===== src/rtl/float_adder_arbiter.sv =====
// Round-robin front end that shares one combinational FP32 adder among NUM_REQ requesters,
// with an operand stage (S1) feeding a result register (S2) under valid/ready flow control.

module high_level_float_adder (
  input  logic [31:0] a_i,
  input  logic [31:0] b_i,
  output logic [31:0] sum_o
);

  logic        swap, sub, a_nan, b_nan, a_inf, b_inf, found, up;
  logic [31:0] big, sml;
  logic [7:0]  e_big, e_sml, d, exp_field;
  logic [23:0] m_big, m_sml;
  logic [27:0] x_big, x_sml, x_sh, mask, s_raw, s_c, s_n;
  logic [8:0]  exp_c, exp_n, sh9;
  logic [4:0]  lz;
  logic [30:0] rounded;

  always_comb begin
    a_nan = (a_i[30:23] == 8'hff) && (a_i[22:0] != '0);
    b_nan = (b_i[30:23] == 8'hff) && (b_i[22:0] != '0);
    a_inf = (a_i[30:23] == 8'hff) && (a_i[22:0] == '0);
    b_inf = (b_i[30:23] == 8'hff) && (b_i[22:0] == '0);

    swap  = b_i[30:0] > a_i[30:0];
    big   = swap ? b_i : a_i;
    sml   = swap ? a_i : b_i;
    // Subnormals share the exponent of the smallest normal, without the hidden bit.
    e_big = (big[30:23] == '0) ? 8'd1 : big[30:23];
    e_sml = (sml[30:23] == '0) ? 8'd1 : sml[30:23];
    m_big = {|big[30:23], big[22:0]};
    m_sml = {|sml[30:23], sml[22:0]};
    sub   = big[31] ^ sml[31];
    d     = e_big - e_sml;

    x_big = {1'b0, m_big, 3'b000};
    x_sml = {1'b0, m_sml, 3'b000};
    mask  = '0;
    if (d > 8'd27) begin
      x_sh = {27'd0, |m_sml};
    end else begin
      mask = (28'd1 << d[4:0]) - 28'd1;
      x_sh = (x_sml >> d[4:0]) | {27'd0, |(x_sml & mask)};
    end

    s_raw = sub ? (x_big - x_sh) : (x_big + x_sh);
    exp_c = {1'b0, e_big};
    s_c   = s_raw;
    if (s_raw[27]) begin
      s_c   = {1'b0, s_raw[27:1]} | {27'd0, s_raw[0]};
      exp_c = exp_c + 9'd1;
    end

    lz    = 5'd27;
    found = 1'b0;
    for (int i = 26; i >= 0; i--) begin
      if (!found && s_c[i]) begin
        lz    = 5'(26 - i);
        found = 1'b1;
      end
    end
    // Normalisation may not push the exponent below 1; what remains is subnormal.
    sh9   = ({4'd0, lz} > (exp_c - 9'd1)) ? (exp_c - 9'd1) : {4'd0, lz};
    s_n   = s_c << sh9;
    exp_n = exp_c - sh9;

    up        = s_n[2] & (s_n[1] | s_n[0] | s_n[3]);
    exp_field = s_n[26] ? exp_n[7:0] : 8'd0;
    rounded   = {exp_field, s_n[25:3]} + {30'd0, up};

    if (a_nan || b_nan || (a_inf && b_inf && (a_i[31] != b_i[31]))) begin
      sum_o = 32'h7fc0_0000;
    end else if (a_inf) begin
      sum_o = a_i;
    end else if (b_inf) begin
      sum_o = b_i;
    end else if (s_raw == '0) begin
      sum_o = {sub ? 1'b0 : big[31], 31'd0};
    end else if (exp_n >= 9'd255) begin
      sum_o = {big[31], 8'hff, 23'd0};
    end else begin
      sum_o = {big[31], rounded};
    end
  end

endmodule

module float_adder_arbiter #(
  parameter int unsigned NUM_REQ = 4,
  parameter int unsigned ID_W    = (NUM_REQ > 1) ? $clog2(NUM_REQ) : 1,
  parameter int unsigned CNT_W   = 32
) (
  input  logic                  clk,
  input  logic                  rst,
  input  logic [NUM_REQ-1:0]    req_valid,
  input  logic [32*NUM_REQ-1:0] req_a,
  input  logic [32*NUM_REQ-1:0] req_b,
  output logic [NUM_REQ-1:0]    req_ready,
  output logic                  res_valid,
  output logic [31:0]           res_data,
  output logic [ID_W-1:0]       res_id,
  input  logic                  res_ready,
  output logic [CNT_W-1:0]      op_count
);

  logic              s1_valid_q, s1_valid_d;
  logic [31:0]       s1_a_q, s1_a_d, s1_b_q, s1_b_d;
  logic [ID_W-1:0]   s1_id_q, s1_id_d;
  logic [ID_W-1:0]   ptr_q, ptr_d;
  logic              res_valid_q, res_valid_d;
  logic [31:0]       res_data_q, res_data_d;
  logic [ID_W-1:0]   res_id_q, res_id_d;
  logic [CNT_W-1:0]  op_count_q, op_count_d;

  logic              s1_adv, s1_acc, gnt_any, gnt;
  logic [ID_W-1:0]   gnt_idx;
  logic [31:0]       idx;
  logic [31:0]       sum;

  high_level_float_adder u_adder (
    .a_i  (s1_a_q),
    .b_i  (s1_b_q),
    .sum_o(sum)
  );

  assign s1_adv = s1_valid_q && (!res_valid_q || res_ready);
  assign s1_acc = !s1_valid_q || s1_adv;

  // Circular search starting at the round-robin pointer.
  always_comb begin
    gnt_any = 1'b0;
    gnt_idx = '0;
    idx     = '0;
    for (int unsigned k = 0; k < NUM_REQ; k++) begin
      idx = (32'(ptr_q) + k) % NUM_REQ;
      if (!gnt_any && req_valid[ID_W'(idx)]) begin
        gnt_any = 1'b1;
        gnt_idx = ID_W'(idx);
      end
    end
    gnt       = gnt_any && s1_acc && !rst;
    req_ready = gnt ? (NUM_REQ'(1) << gnt_idx) : '0;
  end

  always_comb begin
    s1_valid_d  = s1_valid_q;
    s1_a_d      = s1_a_q;
    s1_b_d      = s1_b_q;
    s1_id_d     = s1_id_q;
    ptr_d       = ptr_q;
    res_valid_d = res_valid_q;
    res_data_d  = res_data_q;
    res_id_d    = res_id_q;
    op_count_d  = op_count_q + {{(CNT_W-1){1'b0}}, res_valid_q && res_ready};

    if (gnt) begin
      s1_valid_d = 1'b1;
      s1_a_d     = req_a[32*gnt_idx +: 32];
      s1_b_d     = req_b[32*gnt_idx +: 32];
      s1_id_d    = gnt_idx;
      ptr_d      = (gnt_idx == ID_W'(NUM_REQ - 1)) ? '0 : gnt_idx + ID_W'(1);
    end else if (s1_adv) begin
      s1_valid_d = 1'b0;
    end

    if (s1_adv) begin
      res_valid_d = 1'b1;
      res_data_d  = sum;
      res_id_d    = s1_id_q;
    end else if (res_valid_q && res_ready) begin
      res_valid_d = 1'b0;
    end
  end

  always_ff @(posedge clk) begin
    if (rst) begin
      s1_valid_q  <= 1'b0;
      s1_a_q      <= '0;
      s1_b_q      <= '0;
      s1_id_q     <= '0;
      ptr_q       <= '0;
      res_valid_q <= 1'b0;
      res_data_q  <= '0;
      res_id_q    <= '0;
      op_count_q  <= '0;
    end else begin
      s1_valid_q  <= s1_valid_d;
      s1_a_q      <= s1_a_d;
      s1_b_q      <= s1_b_d;
      s1_id_q     <= s1_id_d;
      ptr_q       <= ptr_d;
      res_valid_q <= res_valid_d;
      res_data_q  <= res_data_d;
      res_id_q    <= res_id_d;
      op_count_q  <= op_count_d;
    end
  end

  assign res_valid = res_valid_q;
  assign res_data  = res_data_q;
  assign res_id    = res_id_q;
  assign op_count  = op_count_q;

endmodule


===== config.mk =====
export PLATFORM = sky130hd
export DESIGN_NAME = float_adder_arbiter
export DESIGN_NICKNAME = d
export VERILOG_FILES = /design/src/rtl/float_adder_arbiter.sv
export SDC_FILE = /design/constraint.sdc
export NUM_CORES = 1
export LEC_CHECK = 0
export CORE_MARGIN = 5
export CORE_UTILIZATION = 55
export DETAILED_ROUTE_END_ITERATION = 6
export DONT_BUFFER_PORTS = 1
export PLACE_DENSITY = 0.77
export SETUP_SLACK_MARGIN = 0.05
export SLEW_MARGIN = 25
export SYNTH_ARGS = -nofsm -noshare
export SYNTH_HDL_FRONTEND = slang
export SYNTH_SLANG_ARGS = --single-unit
export TNS_END_PERCENT = 50

===== constraint.sdc =====
create_clock -name clk -period 17.73 [get_ports clk]
set_clock_uncertainty 0.15 [all_clocks]
set_input_delay 2.6595 -clock clk [delete_from_list [all_inputs] [get_ports clk]]
set_output_delay 2.6595 -clock clk [all_outputs]
set_load 0.02 [all_outputs]

Yosys cells after proc, flatten, opt, wreduce, memory -nomap -nowiden
Index checks and enable logic that the tools add are counted.
- output and inout port bits: 71
- bits of input ports: 263
- register bits after elaboration: 136
- equal/unequal tests: 4
- reduce and logical (&&, ||, !) cells: 88
- $lt $le $gt $ge: 8
- multiplexer cells: 91
- bitwise operators: 7
- shift operators: 6
- add/subtract/negate cells: 13
- operator list (kind ; count):
    128-bit by 8-bit indexed part select with 32-bit output ; 2
    32-bit two-way mux ; 6
    5-bit two-way mux ; 27
    28-bit two-way mux ; 3
    23-bit logical NOT ; 2
    23-bit nonzero test ; 2
    1-bit logical AND ; 39
    1-bit two-way mux ; 39
    32-bit by 1-bit adder with 32-bit output ; 1
    1-bit logical NOT ; 32
    31-bit by 1-bit adder with 31-bit output ; 1
    31-bit greater-than comparator ; 1
    31-bit two-way mux ; 1
    31-bit OR reduction ; 1
    27-bit by 28-bit adder with 28-bit output ; 1
    27-bit by 28-bit bitwise AND with 28-bit output ; 1
    28-bit logical NOT ; 1
    28-bit by 1-bit bitwise OR with 28-bit output ; 1
    28-bit OR reduction ; 1
    1-bit by 5-bit left shift with 28-bit output, first input constant ; 1
    28-bit by 9-bit left shift with 27-bit output ; 1
    27-bit by 5-bit >> shifter with 28-bit output ; 1
    27-bit by 28-bit subtractor with 28-bit output ; 1
    28-bit by 1-bit subtractor with 28-bit output, second input constant ; 1
    27 further kinds ; 50

Longest topological paths before layout
Gate-level depths: netlist of run 1.
- depth after elaboration: 106
- gate-level depth with buffers: 89
- gate-level depth less buffers: 76

Modules after synthesis
A second synthesis of run 1 with hierarchy kept.
- cell total of the unflattened synthesis: 2801
- area total of the unflattened synthesis: 19942.9 um^2
- modules (own cells, without submodules) (module ; area an instance (um^2) ; times used ; sequential area each (um^2) ; cells each):
    high_level_float_adder ; 12811.0 ; 1 ; 0.0 ; 1937
    float_adder_arbiter ; 7131.8 ; 1 ; 2722.6 ; 864

Worst setup path after synthesis of run 1
Ideal clock, no wire load.
- path type: register to register
- from: register s1_a_q[30]
- to: register res_data_q[21] (netlist: res_data[21])
- arrival: 15857 ps
- stages on the path, launching flop included: 79
- path slack: 1603 ps
- setup time: 120 ps
- required time: 17460 ps
- cell sequence: dfxtp_1 -> inv_1 -> ha_1 -> nand4_2 -> or4_4 -> a211o_1 -> buf_6 -> nand2_8 -> buf_2 -> buf_2 -> buf_1 -> clkbuf_1 -> clkbuf_1 -> mux2i_1 -> fa_1 -> xor2_1 -> clkbuf_1 -> buf_2 -> [... 43 more ...] -> buf_2 -> buf_1 -> ha_1 -> a21o_1 -> a21oi_1 -> xnor2_1 -> or3_1 -> nor2_1 -> nand2_1 -> nor2_1 -> nor2_1 -> and4b_1 -> nor2b_1 -> nor2b_1 -> clkbuf_1 -> nand2_1 -> a21oi_1 -> a211o_1
- cells in the longest elaborated chain, start to end: 106
- ends and longest elaborated chain (what ; RTL line ; RTL):
    start, declared ; 107 ; logic [31:0] s1_a_q, s1_a_d, s1_b_q, s1_b_d;
    start signal, assigned ; 178 ; s1_a_q <= '0;
    start signal, assigned ; 188 ; s1_a_q <= s1_a_d;
    31-bit greater-than comparator ; 25 ; swap = b_i[30:0] > a_i[30:0];
    32-bit two-way mux (on tied branches) ; 26, 27 ;
    8-bit logical NOT (on tied branches) ; 29, 30 ;
    8-bit two-way mux (on tied branches) ; 29, 30 ;
    8-bit subtractor ; 34 ; d = e_big - e_sml;
    1-bit by 5-bit left shift with 28-bit output ; 42 ; mask = (28'd1 << d[4:0]) - 28'd1;
    28-bit by 1-bit subtractor with 28-bit output ; 42 ;
    27-bit by 28-bit bitwise AND with 28-bit output ; 43 ; x_sh = (x_sml >> d[4:0]) | {27'd0, |(x_sml & mask)};
    [... 89 more ...] ; -- ;
    1-bit bitwise OR (2 in a row) ; 67 ; up = s_n[2] & (s_n[1] | s_n[0] | s_n[3]);
    1-bit bitwise AND ; 67 ;
    31-bit by 1-bit adder with 31-bit output ; 69 ; rounded = {exp_field, s_n[25:3]} + {30'd0, up};
    31-bit two-way mux ; 79 ; end else if (exp_n >= 9'd255) begin
    32-bit two-way mux ; 77 ; end else if (s_raw == '0) begin
    32-bit two-way mux ; 75 ; end else if (b_inf) begin
    32-bit two-way mux ; 73 ; end else if (a_inf) begin
    32-bit two-way mux (*) ; 71 ; if (a_nan || b_nan || (a_inf && b_inf && (a_i[31] != b_i[31]))) begin
    end signal, assigned ; 193 ; res_data_q <= res_data_d;
    end, declared ; 111 ; logic [31:0] res_data_q, res_data_d;
Every way passes the cells marked *; elsewhere a longest branch is shown, timed or not.
A chain may end at the register's enable or synchronous reset.

Final worst setup path of run 1
- from: register s1_a_q[6]
- to: register res_data_q[28] (netlist: res_data[28])
The elaborated chain is that of the path after synthesis.

==> impl_results.md, run 1 <==
* Status: finished, violations left
* Violated checks: design-rule violations
* Slew Limit Fails at 0
* Origin of the critical flop-to-flop path: s1_a_q[6]
* # fillers at 3,421
* Hold Path Depth at 2
* Crit end category: register
* IO Count at 334
* Htree depth at 4
* Sequential-to-total area share from yosys stat at 0.141
* Post-synthesis cell count at 2,907
* CP max FO at 24
* GRT Util Overall at 0.382
* Ratio of final minimum period to clock period at 0.927
* Total grt overflow at 0
* First-pass GRT wire length at 120,000 µm
* Max stage delay cell, worst path: nor2_1
* Initial antenna violation count at 5
* Worst Hold Endpoint: res_id[0]
* Commonest non-fill, non-tap cell in the layout: nand2_1
* CP bufs+invs at 4
* Main flop type after synthesis: dfxtp_1
* Clock transition at path regs at 0.06 ns
* Hold buffers post-CTS at 0
* DIE AREA at 0.0389 mm²
* CP peak stage delay at 0.68 ns
* CP Data Arrival Time at 16.61 ns
* Max cap viols at 0
* Setup TNS at 0 ns
* Final wirelength at 78,800 µm
* Core area at 0.0345 mm²
* Vias in the first global route at 20,900
* Crit Path Class: register to register
* Number of buffers added on ports at 0
* Final hold vios at 0
* R2r endpoint: res_data[28]
* Mean Syn Cell Area at 6.63 µm²
* Skew-Pair Late Insertion Delay at 0.43 ns
* Most frequent cells in the layout: nand2_1, nor2_1, o21ai_0, nand3_1, a21oi_1
* Die X at 197 µm
* RSZ-0062 raised after global routing: no
* WL per Instance at 24.0 µm
* GPL Wtd Cong at 1.01
* Worst-case reg-to-reg path depth at 61
* Multi-input logic area at 0.0154 mm²
* Worst Path Required at 17.90 ns
* Vias per cell at 6.90
* CTS tree: done
* # DRC at 8
* CTS Buf Count at 17
* Fmax at 0.0608 GHz
* Top cell type's share of synthesized area at 0.141
* Clk root buf: clkbuf_16
* Worst Min Path Start: s1_id_q[0]
* Post-route ant nets at 0
* DR iter-0 viols at 3,004
* Most numerous cell on the critical path: nor2_1
* Worst slew margin at 0.329
* Cell Area, Synth at 0.0193 mm²
* Least-Margin Pin Slew at 0.997 ns
* Crit path time final at 16.43 ns
* CP startpoint kind: register
* Area grow syn2layout at 5.61%
* Share of cells above drive strength 1 at 0.0758
* Clock Sinks at 136
* Synth area leader: dfxtp_1
* Synth area leaders: dfxtp_1, nand2_1, ha_1
* Num rows at 68
* Hold Crit Class: register to register
* Critical path's top delay family: simple AND/OR/NAND/NOR gates
* Die Ht at 197 µm
* Final count of negative-setup-slack endpoints at 0
* Number of setup buffers added after CTS at 0
* Post-synth ARST share at 0
* R2R setup slack at 1.30 ns
* Syn. warnings at 0
* Vias at 22,600
* EDFF count, synth at 0
* Final-stage net count at 3,188
* Clock Path Buffers at 2
* Seq cells post-synth at 136
* Detail Placement HPWL at 62,200 µm
* Post_cts resized at 0
* Reg area at 0.00272 mm²
* Netlist cell types at 107
* Largest net degree at the start of global routing at 125
* Starting Density at 0.558
* Detailed-router iteration count before antenna repair at 7
area by class of cell:
class,count,share of cell area
multi-input combinational,2455,0.756
sequential,136,0.134
timing repair buffer,77,0.0302
tap,455,0.0280
inverter,124,0.0230
clock buffer,18,0.0216
clock inverter,14,0.00688
antenna,5,0.000615
tightest hold or removal path, cell delays in order, from the launching register on:
cell	delay, ns
dfxtp_1	0.31
nand2_1	0.06
a21oi_1	0.05
per-layer routing:
metal / up-vias / track usage / wire length [µm]
met3: 252 / 0.0841 / 8090
li1: 10400 / - / -
met1: 10600 / 0.499 / 31300
met2: 1425 / 0.611 / 35400
met4: 0 / 0.164 / 4030
met5: - / 0 / 0
cell families after synthesis:
kind of cell,after synthesis,synth area share
other,1,0.000195
multiplexers,130,0.0785
adder cells (fa/ha/maj),114,0.0752
XOR/XNOR,94,0.0431
AND/OR/NAND/NOR,1352,0.334
flip-flops,136,0.141
buffers and inverters,317,0.0656
AO/OA/AOI/OAI,763,0.263
worst max-delay path by stage:
stage,startpoint,to,slack (ns),depth (start not counted)
finish,s1_a_q[6],res_data[28],1.30,61
global route,s1_a_q[6],res_data[30],0.1,63
CTS,s1_a_q[9],res_data[28],1.14,61
detailed placement,s1_a_q[9],res_data[28],1.19,62
global placement,s1_a_q[13],res_data[29],1.74,62
floorplan,s1_a_q[30],res_data[21],1.60,78
flip-flops by register name, summed over array words and instances (netlist names), 2 cells and up:
| signal | cells |
|---|---|
| res_data | 32 |
| s1_id_q | 2 |
| res_id | 2 |
| s1_b_q | 32 |
| ptr_q | 2 |
| op_count | 32 |
| s1_a_q | 32 |
synth_stat cells (24+ instances only):
| library cell | instances |
|---|---|
| nand3b_1 | 40 |
| a31oi_1 | 26 |
| mux2i_1 | 86 |
| nand2b_1 | 24 |
| mux2_2 | 26 |
| nand3_1 | 206 |
| clkbuf_1 | 144 |
| dfxtp_1 | 136 |
| a211oi_1 | 30 |
| nor3_1 | 55 |
| or3_1 | 28 |
| xor2_1 | 39 |
| nor2_1 | 346 |
| nand4_1 | 46 |
| inv_1 | 121 |
| nor4_1 | 37 |
| ha_1 | 111 |
| o31ai_1 | 43 |
| xnor2_1 | 54 |
| o21ai_0 | 207 |
| a21o_1 | 35 |
| o211ai_1 | 37 |
| a21oi_1 | 160 |
| nand2_1 | 444 |
through the flow:
stage	cells	cell area [µm²]	utilization	hold slack (ns)	setup slack (ns)
after detailed placement	3247	19700	0.571	0.298	1.19
after CTS	3279	20300	0.588	0.304	1.14
after global placement	3247	19700	0.571	0.292	1.74
after floorplan	2908	19300	-	0.282	1.60
final	3284	20400	0.589	0.305	1.30
after global routing	3284	20400	0.589	0.328	0.0988
Power of run 1 is left out: the tool's default activity adds up to more than one toggle a clock period on the data nets, which glitch-free logic cannot reach.
==> run 2: changes to the inputs <==
--- a/constraint.sdc
+++ b/constraint.sdc
@@ -3,3 +3,3 @@
 set_input_delay 2.6595 -clock clk [delete_from_list [all_inputs] [get_ports clk]]
 set_output_delay 2.6595 -clock clk [all_outputs]
-set_load 0.02 [all_outputs]
+set_load 0.01 [all_outputs]
==> impl_results.md, run 2 (synthesized netlist as in run 1, its figures left out) <==
* Final-stage net count at 3,190 (+0.063%)
* Setup ws final at 1.19 ns (-0.101 ns)
* CP Data Arrival Time at 16.70 ns (+0.09 ns)
* RSZ-0062 raised after global routing: no
* Commonest non-fill, non-tap cell in the layout: nand2_1
* Starting Density at 0.558 (unchanged)
* CTS tree: done
* Worst slew margin at 0.322 (-0.00660)
* Vias in the first global route at 20,800 (-0.58%)
* Vias at 22,700 (+0.36%)
* GPL Wtd Cong at 1.03 (+2.1%)
* CTS Buf Count at 17 (unchanged)
* CP bufs+invs at 7 (+3)
* Fmax at 0.0605 GHz (-0.61%)
* Post-route cell area at 0.0204 mm² (about the same)
* Most numerous cell on the critical path: o21ai_0
* Final hold vios at 0 (unchanged)
* Pre-CTS setup slack at 0.991 ns (-0.200 ns)
* CP peak stage delay at 0.65 ns (-0.03 ns)
* Share of cells above drive strength 1 at 0.0754 (-0.000407)
* Vias per cell at 6.91 (+0.21%)
* Skew-Pair Late Insertion Delay at 0.43 ns (about the same)
* Detail Placement HPWL at 63,000 µm (+1.3%)
* Crit end category: register
* Ratio of final minimum period to clock period at 0.933 (+0.00571)
* Status: finished, final reports clean
* CP startpoint kind: register
* R2R setup slack at 1.19 ns (-0.10 ns)
* Hold buffers post-CTS at 0 (unchanged)
* # DRC at 0 (-8)
* Detailed-router iteration count before antenna repair at 7 (unchanged)
* Reg area at 0.00272 mm² (unchanged)
* Max cap viols at 0 (unchanged)
* DIE AREA at 0.0389 mm² (unchanged)
* Clock Sinks at 136 (unchanged)
* Crit Path Class: register to register
* Multi-input logic area at 0.0154 mm² (about the same)
* Least-Margin Pin Slew at 1.02 ns (+0.0193 ns)
* DR iter-0 viols at 3,450 (+15%)
* Area grow syn2layout at 5.57% (about the same)
* Max stage delay cell, worst path: xor2_4
* Number of buffers added on ports at 0 (unchanged)
* Clock Path Buffers at 2 (unchanged)
* Htree depth at 4 (unchanged)
* Worst Path Required at 17.90 ns (about the same)
* # fillers at 3,355 (-1.9%)
* Die X at 197 µm (unchanged)
* Total grt overflow at 0 (unchanged)
* Critical path's top delay family: compound AO/OA/AOI/OAI gates
* Slew Limit Fails at 0 (unchanged)
* Num rows at 68 (unchanged)
* GRT Util Overall at 0.387 (+0.00473)
* Post-Layout Cell Count at 3,289 (+0.15%)
* IO Count at 334 (unchanged)
* Area after DPL at 0.0197 mm² (-0.11%)
* Hold Path Depth at 2 (unchanged)
* Clock transition at path regs at 0.06 ns (about the same)
* First-pass GRT wire length at 121,000 µm (+1.1%)
* CP Depth at 62 (+1.6%)
* Initial antenna violation count at 8 (+3)
* Post-route ant nets at 0 (unchanged)
* Final count of negative-setup-slack endpoints at 0 (unchanged)
* Crit path time final at 16.54 ns (+0.101 ns)
* WL per Instance at 24.3 µm (+1.4%)
* Most frequent cells in the layout: nand2_1, nor2_1, o21ai_0, nand3_1, a21oi_1
* Hold Crit Class: register to register
* Die Ht at 197 µm (unchanged)
* CP max FO at 23 (-4.2%)
* Worst-case reg-to-reg path depth at 62 (+1.6%)
* Setup TNS at 0 ns (unchanged)
* Largest net degree at the start of global routing at 125 (unchanged)
* Clk root buf: clkbuf_16
* Final wirelength at 80,100 µm (+1.6%)
* Core area at 0.0345 mm² (unchanged)
* Inst Count DP at 3,249 (+0.062%)
run 2: timing repair:
action	4_1_cts	5_1_grt
setup endpoints to repair	0	31
resized for setup	0	4
setup buffers	0	0
run 2: final timing paths:
check                                start            to
worst max-delay path             s1_a_q[2]  res_data[17]
worst min-delay path            s1_id_q[1]     res_id[1]
worst min register to register  s1_id_q[1]     res_id[1]
worst max register to register   s1_a_q[2]  res_data[17]
run 2: layout make-up:
type | count | area share
clock buffers | 19 | 0.0223
repair buffers | 79 | 0.0291
well taps | 455 | 0.0280
flip-flops and latches | 136 | 0.134
inverters | 124 | 0.0231
diodes | 8 | 0.000984
clock inverters | 13 | 0.00713
multi-input cells | 2455 | 0.756
run 2: worst min-delay path: stages, from the launching register on:
cell	delay (ns)
dfxtp_1	0.31
nand2_1	0.05
a21oi_1	0.05
run 2: metal layers:
layer | part of all wire | global-route usage | routed length, µm | vias to the layer above
met1 | 0.40 | 0.516 | 32100 | 10600
met4 | 0.050 | 0.166 | 3980 | 0
li1 | - | - | - | 10400
met2 | 0.45 | 0.614 | 36000 | 1481
met3 | 0.099 | 0.0730 | 7960 | 252
met5 | 0 | 0 | 0 | -
run 2: through the flow:
stage                util  hold slack (ns)
CTS                 0.588            0.312
detailed placement  0.571            0.304
global placement    0.571            0.291
floorplan               -            0.282
finish              0.589            0.313
global route        0.589            0.350
Power of run 2 is left out for the same reason.
